$ cat src/rtl/serial_adder_pkg.sv
// Shared types and helpers for the digit-serial adder.
package serial_adder_pkg;

    typedef enum logic [1:0] {
        IDLE = 2'd0,
        RUN  = 2'd1,
        DONE = 2'd2
    } sa_state_e;

    localparam int DEF_WIDTH = 8;
    localparam int DEF_DIGIT = 1;
    localparam int NDIG      = DEF_WIDTH / DEF_DIGIT;

    // Digit-counter width: clog2(width/digit), never less than one bit.
    function automatic int cnt_width(input int width, input int digit);
        int w;
        int n;
        n = width / digit;
        w = 1;
        while ((1 << w) < n) w++;
        return w;
    endfunction

endpackage

$ cat src/rtl/serial_adder_if.sv
// Start/busy/done operation bus between a controller and the serial adder.
interface serial_adder_if #(
    parameter int WIDTH = 8
);
    // start is sampled only when the adder is idle or done; busy/done/S/Cout are driven by the adder.
    logic             start;
    logic [WIDTH-1:0] A;
    logic [WIDTH-1:0] B;
    logic             Cin;
    logic             busy;
    logic             done;
    logic [WIDTH-1:0] S;
    logic             Cout;

    modport master (output start, A, B, Cin, input busy, done, S, Cout);
    modport slave  (input start, A, B, Cin, output busy, done, S, Cout);
endinterface

$ cat src/rtl/adder_digit.sv
// Combinational DIGIT-bit ripple adder built from full-adder cells.
module adder_digit #(
    parameter int DIGIT = 1
) (
    input  logic [DIGIT-1:0] A,
    input  logic [DIGIT-1:0] B,
    input  logic             Ci,
    output logic [DIGIT-1:0] S,
    output logic             Co
);
    logic c;

    always_comb begin
        c = Ci;
        S = '0;
        for (int i = 0; i < DIGIT; i++) begin
            S[i] = A[i] ^ B[i] ^ c;
            c    = (A[i] & B[i]) | (c & (A[i] ^ B[i]));
        end
        Co = c;
    end
endmodule

$ cat src/rtl/serial_adder.sv
// Digit-serial adder: S = A + B + Cin, DIGIT bits per clock, LSB digit first.
module serial_adder
    import serial_adder_pkg::*;
#(
    parameter int WIDTH = 8,
    parameter int DIGIT = 1
) (
    input  logic               clk,
    input  logic               rst,
    serial_adder_if.slave      bus,
    output sa_state_e          state_dbg
);
    localparam int NDIGITS = WIDTH / DIGIT;
    localparam int CNT_W   = cnt_width(WIDTH, DIGIT);

    if (WIDTH < 2 || WIDTH > 64) begin : g_bad_width
        $fatal(1, "serial_adder: WIDTH must be in 2..64");
    end
    if (DIGIT < 1 || (WIDTH % DIGIT) != 0) begin : g_bad_digit
        $fatal(1, "serial_adder: DIGIT must divide WIDTH");
    end

    sa_state_e        state_q, state_d;
    logic [CNT_W-1:0] cnt_q, cnt_d;
    logic             carry_q, carry_d;
    logic [WIDTH-1:0] a_sh_q, a_sh_d;
    logic [WIDTH-1:0] b_sh_q, b_sh_d;
    logic [WIDTH-1:0] s_sh_q, s_sh_d;
    logic [WIDTH-1:0] s_q, s_d;
    logic             cout_q, cout_d;

    logic [DIGIT-1:0] dig_s;
    logic             dig_co;
    logic [WIDTH-1:0] s_next;

    adder_digit #(.DIGIT(DIGIT)) u_digit (
        .A  (a_sh_q[DIGIT-1:0]),
        .B  (b_sh_q[DIGIT-1:0]),
        .Ci (carry_q),
        .S  (dig_s),
        .Co (dig_co)
    );

    // New digit enters at the top; after NDIGITS shifts the first digit sits at bit 0.
    assign s_next = WIDTH'({dig_s, s_sh_q} >> DIGIT);

    always_ff @(posedge clk or posedge rst) begin
        if (rst) begin
            state_q <= IDLE;
            cnt_q   <= '0;
            carry_q <= 1'b0;
            a_sh_q  <= '0;
            b_sh_q  <= '0;
            s_sh_q  <= '0;
            s_q     <= '0;
            cout_q  <= 1'b0;
        end else begin
            state_q <= state_d;
            cnt_q   <= cnt_d;
            carry_q <= carry_d;
            a_sh_q  <= a_sh_d;
            b_sh_q  <= b_sh_d;
            s_sh_q  <= s_sh_d;
            s_q     <= s_d;
            cout_q  <= cout_d;
        end
    end

    always_comb begin
        state_d = state_q;
        cnt_d   = cnt_q;
        carry_d = carry_q;
        a_sh_d  = a_sh_q;
        b_sh_d  = b_sh_q;
        s_sh_d  = s_sh_q;
        s_d     = s_q;
        cout_d  = cout_q;

        unique case (state_q)
            IDLE, DONE: begin
                if (bus.start) begin
                    state_d = RUN;
                    a_sh_d  = bus.A;
                    b_sh_d  = bus.B;
                    carry_d = bus.Cin;
                    cnt_d   = '0;
                    s_sh_d  = '0;
                end else begin
                    state_d = IDLE;
                end
            end
            RUN: begin
                s_sh_d  = s_next;
                a_sh_d  = a_sh_q >> DIGIT;
                b_sh_d  = b_sh_q >> DIGIT;
                carry_d = dig_co;
                cnt_d   = cnt_q + CNT_W'(1);
                // Visible result is only updated when the last digit lands.
                if (cnt_q == CNT_W'(NDIGITS - 1)) begin
                    state_d = DONE;
                    cnt_d   = '0;
                    s_d     = s_next;
                    cout_d  = dig_co;
                end
            end
            default: state_d = IDLE;
        endcase
    end

    assign bus.busy  = (state_q == RUN);
    assign bus.done  = (state_q == DONE);
    assign bus.S     = s_q;
    assign bus.Cout  = cout_q;
    assign state_dbg = state_q;

endmodule

$ cat src/flat_wrapper.sv
// flat-port wrapper written by rule: the top's interface ports become plain ports
module serial_adder_flat import serial_adder_pkg::*;
#(
    parameter int WIDTH = 8,
    parameter int DIGIT = 1
)
  (clk, rst, state_dbg, bus_start, bus_A, bus_B, bus_Cin, bus_busy, bus_done, bus_S, bus_Cout);
  serial_adder_if #(.WIDTH(WIDTH)) bus_i ();
  input  logic clk;
  input  logic rst;
  output sa_state_e state_dbg;
  input wire logic [$bits(bus_i.start)-1:0] bus_start;
  input wire logic [$bits(bus_i.A)-1:0] bus_A;
  input wire logic [$bits(bus_i.B)-1:0] bus_B;
  input wire logic [$bits(bus_i.Cin)-1:0] bus_Cin;
  output wire logic [$bits(bus_i.busy)-1:0] bus_busy;
  output wire logic [$bits(bus_i.done)-1:0] bus_done;
  output wire logic [$bits(bus_i.S)-1:0] bus_S;
  output wire logic [$bits(bus_i.Cout)-1:0] bus_Cout;
  assign bus_i.start = bus_start;
  assign bus_i.A = bus_A;
  assign bus_i.B = bus_B;
  assign bus_i.Cin = bus_Cin;
  assign bus_busy = bus_i.busy;
  assign bus_done = bus_i.done;
  assign bus_S = bus_i.S;
  assign bus_Cout = bus_i.Cout;
  serial_adder #(.WIDTH(WIDTH), .DIGIT(DIGIT)) u_core (.clk(clk), .rst(rst), .bus(bus_i), .state_dbg(state_dbg));
endmodule
$ cat config.mk
export PLATFORM = sky130hd
export DESIGN_NAME = serial_adder_flat
export DESIGN_NICKNAME = d
export VERILOG_FILES = /design/src/rtl/serial_adder_pkg.sv /design/src/rtl/serial_adder_if.sv /design/src/rtl/adder_digit.sv /design/src/rtl/serial_adder.sv /design/src/flat_wrapper.sv
export SDC_FILE = /design/constraint.sdc
export NUM_CORES = 1
export LEC_CHECK = 0
export BUFFER_PORTS_ARGS = -buffer_cell sky130_fd_sc_hd__buf_2
export CAP_MARGIN = 25
export CORE_UTILIZATION = 40
export CTS_BUF_LIST = sky130_fd_sc_hd__clkbuf_8
export CTS_CLUSTER_SIZE = 16
export DETAILED_ROUTE_END_ITERATION = 6
export GPL_TIMING_DRIVEN = 0
export MAX_ROUTING_LAYER = met4
export PLACE_DENSITY = 0.67
export SKIP_LAST_GASP = 1
export SLEW_MARGIN = 20
export SYNTH_ARGS = -nofsm -noshare
export SYNTH_HDL_FRONTEND = slang
export SYNTH_SLANG_ARGS = --single-unit
$ cat constraint.sdc
create_clock -name clk -period 1.5 [get_ports clk]
set_input_delay 0.3 -clock clk [delete_from_list [all_inputs] [get_ports clk]]
set_output_delay 0.3 -clock clk [all_outputs]
set_load 0.01 [all_outputs]
==> results by group, run 1 <==
Run status
  • Status: finished clean

Detailed routing
  • Vias: roughly 1200
  • Number of routed nets with antenna violations: 0
  • DRT Pass-1 Iters: 4
  • Drt wl/cell: around 14 µm
  • Residual DRC: 0
  • DR vias/cell: roughly 5.2
  • Final WL: 3.344 mm
  • DR iter-0 viols: 52

Timing
  • Setup-failing EPs final: 0
  • Final hold slack: about 150 ps
  • Relative slew slack: 0.4858
  • RSZ-0062 raised after global routing: true
  • Worst Skew: approximately 4.8 ps
  • Worst slew pin tran: approximately 770 ps
  • Final hold viol count: 0
  • Max-slew violation count: 0
  • Crit path time final: approximately 1500 ps
  • Top achievable clock speed: between 0.6 and 0.7 GHz
  • Final period util: 0.9933
  • Setup TNS Final: 0 ps

Setup path
  • Worst path slowest cell: dfrtp_1
  • Crit path cell chain: nand2b_4, buf_6, inv_4, buf_6
  • Req. time, crit path: 1200 ps
  • Critical Path Source Type: flip-flop
  • CP max stage delay: around 420 ps
  • Top Family by Delay on Critical Path: flip-flops
  • CP Data Arrival Time: between 1000 and 1500 ps
  • Most frequent CP cell: buf_6
  • Crit Path Max Fanout: 7
  • CP Buf/Inv Count: 3
  • Reg2Reg Setup Slack: 40 ps
  • WS Path Type: reg2out
  • Crit. End Element: primary output

Job
  • Max-cap violations: 0

Synthesis
  • Synth Cell Area: 1725 µm²
  • Yosys top cell area share: 0.5511
  • Syn nets: approximately 160
  • Asr flop ratio synth: 1.000
  • Yosys Warn Count: 0
  • Post-Syn Instances: roughly 140
  • Post-synth top flop: dfrtp_1
  • Post-synth top area cell: dfrtp_1
  • Seq/Total Area, Yosys: 0.5511
  • Synth cell count leaders: dfrtp_1 (38), inv_1 (15), mux2_2 (14), o22ai_1 (13), a22o_1 (11)
  • Post-synth EDFFs: 0
  • Syn avg cell area: about 12 µm²
  • Yosys cell types: 23
  • Count leader, synth: dfrtp_1
  • Synth Register Bits: 38
  • Synth top area cells: dfrtp_1 (55%), mux2_2 (9.1%), a22o_1 (5.6%), a21oi_2 (5.1%), o22ai_1 (4.7%)

Placement
  • Placement Cell Area: just under 2000 µm²
  • Port bufs: 31
  • Dpl hpwl: about 2.4 mm
  • Gpl congestion: around 0.72

Floorplanning
  • Die Span Y: slightly below 70 µm
  • Core Footprint: ~4000 µm²
  • Top-Level Pins: 33
  • Starting Density: 0.4252
  • FP Rows: 23
  • Die area: between 4000 and 5000 µm²
  • Die Wd: a little under 70 µm

Global routing
  • GRT overflow: 0
  • Largest net degree at the start of global routing: 39
  • Overall Global Routing Usage: 0.1778
  • First-pass GRT wire length: roughly 5.7 mm
  • Number of global-route vias before repair: 1251
  • Initial antenna violation count: 0

Clock network
  • Worst-Skew Late Latency: around 280 ps
  • Clock H-tree levels: 2
  • CTS tree: built
  • CTS sink cnt: 38
  • Clock root buffer master: clkbuf_8
  • Clk slew on worst S/H paths: roughly 70 ps
  • Number of hold buffers added after CTS: 0
  • CTS buffer count: 5
  • Clock tree buffer depth: 2

Layout
  • Ant. Diodes: 0
  • Fillcell total: about 380
  • Sequential standard cell area: roughly 950 µm²
  • Share of cells above drive strength 1: 0.4481
  • Area growth from synthesis to layout: 21.90%
  • Area of the multi-input gates: 656.9 µm²
  • Final instance area: between 2000 and 2500 µm²
  • Nets: roughly 210

Power and ir drop
  • Max VDD drop: a little over 0.0009 V
  • Cell area power density: 2146 nW/µm²
  • Pleak: approximately 1.0 nW

Worst hold path
  • Hold WC Path Type: in2async
==> path summary, 6_finish.rpt <==
path,start,end,cells past startpoint
setup / recovery,u_core.state_dbg[1],bus_busy,4
hold / removal,rst,u_core.a_sh_q[6],2
setup reg to reg,u_core.b_sh_q[0],u_core.s_sh_q[7],3
hold reg to reg,u_core.bus.S[7],u_core.bus.S[7],1
max in group asynchronous,rst,u_core.cnt_q[0],2
min in group clk,bus_A[5],u_core.a_sh_q[5],3
==> sequential cells by signal (all words and copies together), names as in the netlist <==
signal,cells
u_core.a_sh_q,8
u_core.b_sh_q,8
u_core.bus.Cout,1
u_core.bus.S,8
u_core.carry_q,1
u_core.cnt_q,3
u_core.s_sh_q,7
u_core.state_dbg,2
==> cell type report <==
| class | count | area share |
|---|---|---|
| Clock buffer | 6 | 0.03926 |
| Sequential cell | 38 | 0.4521 |
| Multi-Input combinational cell | 76 | 0.3123 |
| Inverter | 16 | 0.02974 |
| Buffer | 8 | 0.02855 |
| Timing Repair Buffer | 37 | 0.1041 |
| Clock inverter | 2 | 0.004164 |
| Tap cell | 50 | 0.02974 |
==> metrics by stage <==
step,cells,total power [mW],setup WS (ps),util
2_1_floorplan,139,3.203,90.80,-
3_3_place_gp,220,3.585,-105.7,0.4789
3_5_place_dp,220,3.701,12.40,0.4789
4_1_cts,232,4.534,-0.9528,0.5150
5_1_grt,233,4.872,-42.56,0.5183
6_report,233,4.513,10.00,0.5183
==> placed cells by master, fill, tap and decap left out <==
| master | netlist | final |
|---|---|---|
| dfrtp_1 | 38 | 38 |
| buf_2 | 4 | 33 |
| inv_1 | 15 | 15 |
| mux2_2 | 14 | 14 |
| o22ai_1 | 13 | 13 |
| a22o_1 | 11 | 11 |
| a21oi_2 | 10 | 9 |
| buf_4 | 1 | 6 |
| clkbuf_8 | 0 | 6 |
| a21oi_1 | 5 | 5 |
| buf_6 | 3 | 4 |
| mux2i_1 | 4 | 4 |
| nor2b_1 | 3 | 3 |
| o21ai_0 | 3 | 3 |
| nand2b_4 | 2 | 2 |
| nor2_1 | 2 | 2 |
| a211oi_1 | 2 | 2 |
| nand3_1 | 2 | 2 |
| inv_4 | 1 | 1 |
| and2_4 | 1 | 1 |
| nand2_4 | 1 | 1 |
| a21oi_4 | 0 | 1 |
| inv_2 | 0 | 1 |
| clkbuf_1 | 1 | 1 |
| fa_1 | 1 | 1 |
| ha_2 | 0 | 1 |
| ha_1 | 2 | 1 |
| clkinv_2 | 0 | 1 |
| buf_12 | 0 | 1 |
==> cells by family after synthesis <==
family | share of synthesized area
compound gates | 0.1856
buf+inv | 0.07397
fa+ha+maj | 0.02610
simple gates | 0.04859
mux | 0.1146
flops | 0.5511
==> what timing repair did <==
item                                    CTS  global route
endpoints found under the setup margin    3            23
buffers inserted                          4             2
pin swaps                                 0             2
resized for setup                         3             2
==> per-layer routing <==
| metal | GRT usage | part of all wire | vias to the layer above |
|---|---|---|---|
| met1 | 0.2203 | 0.46 | 586 |
| met5 | - | 0 | - |
| met2 | 0.2748 | 0.49 | 33 |
| met3 | 0.04054 | 0.044 | 4 |
| met4 | 0.07979 | 0.010 | 0 |
| li1 | - | - | 583 |
==> report_power, final <==
part | leakage [nW] | internal, mW | switching, mW
clock | 0.0524 | 0.364 | 0.340
combinational | 0.522 | 1.06 | 0.978
sequential | 0.470 | 1.49 | 0.287
total | 1.05 | 2.91 | 1.61
Power figures use the tool's default switching activity.
==> run 2, diff against run 1 <==
--- a/config.mk
+++ b/config.mk
@@ -7,14 +7,14 @@
 export LEC_CHECK = 0
 export BUFFER_PORTS_ARGS = -buffer_cell sky130_fd_sc_hd__buf_2
 export CAP_MARGIN = 25
+export CORE_ASPECT_RATIO = 2
 export CORE_UTILIZATION = 40
 export CTS_BUF_LIST = sky130_fd_sc_hd__clkbuf_8
 export CTS_CLUSTER_SIZE = 16
 export DETAILED_ROUTE_END_ITERATION = 6
 export GPL_TIMING_DRIVEN = 0
 export MAX_ROUTING_LAYER = met4
-export PLACE_DENSITY = 0.67
-export SKIP_LAST_GASP = 1
+export PLACE_DENSITY = 0.65
 export SLEW_MARGIN = 20
 export SYNTH_ARGS = -nofsm -noshare
 export SYNTH_HDL_FRONTEND = slang
==> constraint.sdc (replaced) <==
create_clock -name clk -period 1.9 [get_ports clk]
set_input_delay 0.38 -clock clk [delete_from_list [all_inputs] [get_ports clk]]
set_output_delay 0.38 -clock clk [all_outputs]
set_load 0.01 [all_outputs]
==> results by group, run 2 (synthesis results as in run 1) <==
Global routing
  • Largest net degree at the start of global routing: 39 (unchanged)
  • Initial antenna violation count: 0 (unchanged)
  • Number of global-route vias before repair: 1233 (was 1251)
  • Overall Global Routing Usage: 0.1704 (was 0.1778)
  • First-pass GRT wire length: 5.671 mm (was 5.685 mm)
  • GRT overflow: 0 (unchanged)

Power and ir drop
  • Pleak: 1.019 nW (was 1.045 nW)
  • Max VDD drop: 0.0008809 V (was 0.0009289 V)
  • Cell area power density: 1729 nW/µm² (was 2146 nW/µm²)
  • Power consumption: 3.552 mW (was 4.513 mW)

Setup path
  • Crit. End Element: primary output (unchanged)
  • WS Path Type: reg2out (unchanged)
  • Critical Path Source Type: flip-flop (unchanged)
  • Crit path to: bus_done (was bus_busy)
  • RR Startpoint: u_core.a_sh_q[0] (was u_core.b_sh_q[0])
  • Reg2Reg Depth: 3 (unchanged)
  • CP Data Arrival Time: 1250 ps (was 1190 ps)
  • Req. time, crit path: 1520 ps (was 1200 ps)
  • Critical Path Source: u_core.state_dbg[1] (unchanged)
  • Crit Path Max Fanout: 10 (was 7)
  • R2R Path End: u_core.s_sh_q[7] (unchanged)
  • Reg2Reg Setup Slack: 410 ps (was 40 ps)

Detailed routing
  • DR iter-0 viols: 12 (was 52)
  • Met2 wire length: 1.840 mm (was 1.634 mm)
  • DR vias/cell: 5.235 (was 5.176)
  • Drt wl/cell: 14.37 µm (was 14.35 µm)
  • Met3 WL post-DR: 123 µm (was 147 µm)
  • Max Used Layer: met4 (unchanged)
  • Total routed wire length on the met1 layer: 1.240 mm (was 1.527 mm)
  • DRT Pass-1 Iters: 3 (was 4)
  • Residual DRC: 0 (unchanged)
  • Final WL: 3.304 mm (was 3.344 mm)
  • Number of routed nets with antenna violations: 0 (unchanged)
  • Vias: 1204 (was 1206)

Clock network
  • Clock H-tree levels: 2 (unchanged)
  • CTS buffer count: 5 (unchanged)
  • Clk slew on worst S/H paths: 70 ps (about the same)
  • Worst-Skew Late Latency: 290 ps (was 280 ps)
  • Number of hold buffers added after CTS: 0 (unchanged)
  • Setup Fix Bufs, Post-CTS: 0 (was 4)
  • Clock tree buffer depth: 2 (unchanged)
  • Clock root buffer master: clkbuf_8 (unchanged)
  • CTS sink cnt: 38 (unchanged)
  • Cts repair resizes: 0 (was 3)
  • CTS tree: built (unchanged)

Placement
  • Dpl hpwl: 2.490 mm (was 2.380 mm)
  • Port bufs: 31 (unchanged)
  • Gpl congestion: 0.7447 (was 0.7235)

Timing
  • RSZ-0062 raised after global routing: false (was true)
  • Worst Skew: 3.659 ps (was 4.829 ps)
  • Crit path time final: between 1500 and 2000 ps
  • Final period util: 0.8596
  • Max-slew violation count: 0 (unchanged)
  • Final hold slack: 222.2 ps (was 147.8 ps)
  • Setup-failing EPs final: 0 (unchanged)
  • Setup TNS Final: 0 ps (unchanged)
  • Final hold viol count: 0 (unchanged)
  • Worst slew pin tran: 772.8 ps (was 770.2 ps)
  • Relative slew slack: 0.4840 (was 0.4858)
  • Top achievable clock speed: roughly 0.61 GHz

Floorplanning
  • Core Footprint: 4129 µm² (was 4058 µm²)
  • Die area: 4596 µm² (was 4580 µm²)
  • Die Wd: 48.44 µm (was 67.68 µm)
  • Top-Level Pins: 33 (unchanged)
  • Die Span Y: 94.88 µm (was 67.68 µm)
  • Starting Density: 0.4179 (was 0.4252)
  • FP Rows: 33 (was 23)

Layout
  • Commonest non-fill, non-tap cells in the layout: dfrtp_1 (38), buf_2 (35), inv_1 (14), mux2_2 (14), o22ai_1 (13) (was dfrtp_1 (38), buf_2 (33), inv_1 (15))
  • Commonest non-fill, non-tap cell in the layout: dfrtp_1 (unchanged)
  • Nets: 200 (was 205)
  • Area growth from synthesis to layout: 19.07% (was 21.90%)
  • Ant. Diodes: 0 (unchanged)
  • Share of cells above drive strength 1: 0.4326 (was 0.4481)
  • Fillcell total: 411 (was 377)

Worst hold path
  • Hold WC Path Type: in2async (unchanged)

Run status
  • Status: finished clean (unchanged)

Job
  • Max-cap violations: 0 (unchanged)
[run 2: layer usage]
layer,GRT usage,vias to the layer above
met5,-,-
met1,0.1698,594
met2,0.3028,32
met4,0.09559,0
li1,-,568
met3,0.03865,10
[run 2: area by class of cell]
type | count | area [µm²] | area share
clock inverters | 3 | 40.04 | 0.01949
plain buffers | 9 | 65.06 | 0.03167
repair buffers | 31 | 155.1 | 0.07552
clock buffers | 5 | 68.82 | 0.03350
inverters | 16 | 62.56 | 0.03045
well taps | 52 | 65.06 | 0.03167
flip-flops and latches | 38 | 950.9 | 0.4629
multi-input cells | 76 | 646.9 | 0.3149
[run 2: worst min path at each step]
| stage | slack (ps) | to | from |
|---|---|---|---|
| after floorplan | 460 | u_core.s_sh_q[1] | u_core.s_sh_q[1] |
| final | 220 | u_core.b_sh_q[2] | rst |
| after detailed placement | 490 | u_core.bus.S[6] | u_core.bus.S[6] |
| after global placement | 480 | u_core.s_sh_q[1] | u_core.s_sh_q[1] |
| after global routing | 300 | u_core.b_sh_q[5] | rst |
| after CTS | 260 | u_core.b_sh_q[5] | rst |
[run 2: metrics by stage]
stage,worst slack [ps],std cells,util,cell area [µm²]
after floorplan,490.8,139,-,1725
after global placement,207.8,222,0.4712,1946
after detailed placement,421.3,222,0.4712,1946
after CTS,242.0,230,0.4976,2054
after global routing,136.8,230,0.4976,2054
final,266.8,230,0.4976,2054
[run 2: power breakdown]
group	total, mW	leakage [nW]	switching (mW)	internal, mW
Sequential	1.40	0.470	0.226	1.17
Clock	0.669	0.0579	0.283	0.386
Combinational	1.48	0.491	0.733	0.751
Total	3.55	1.02	1.24	2.31
[run 2: critical path, cell delays in order, from the launching register on]
cell and delay (ps):
dfrtp_1 420, buf_2 270, nor2b_1 150, buf_2 130
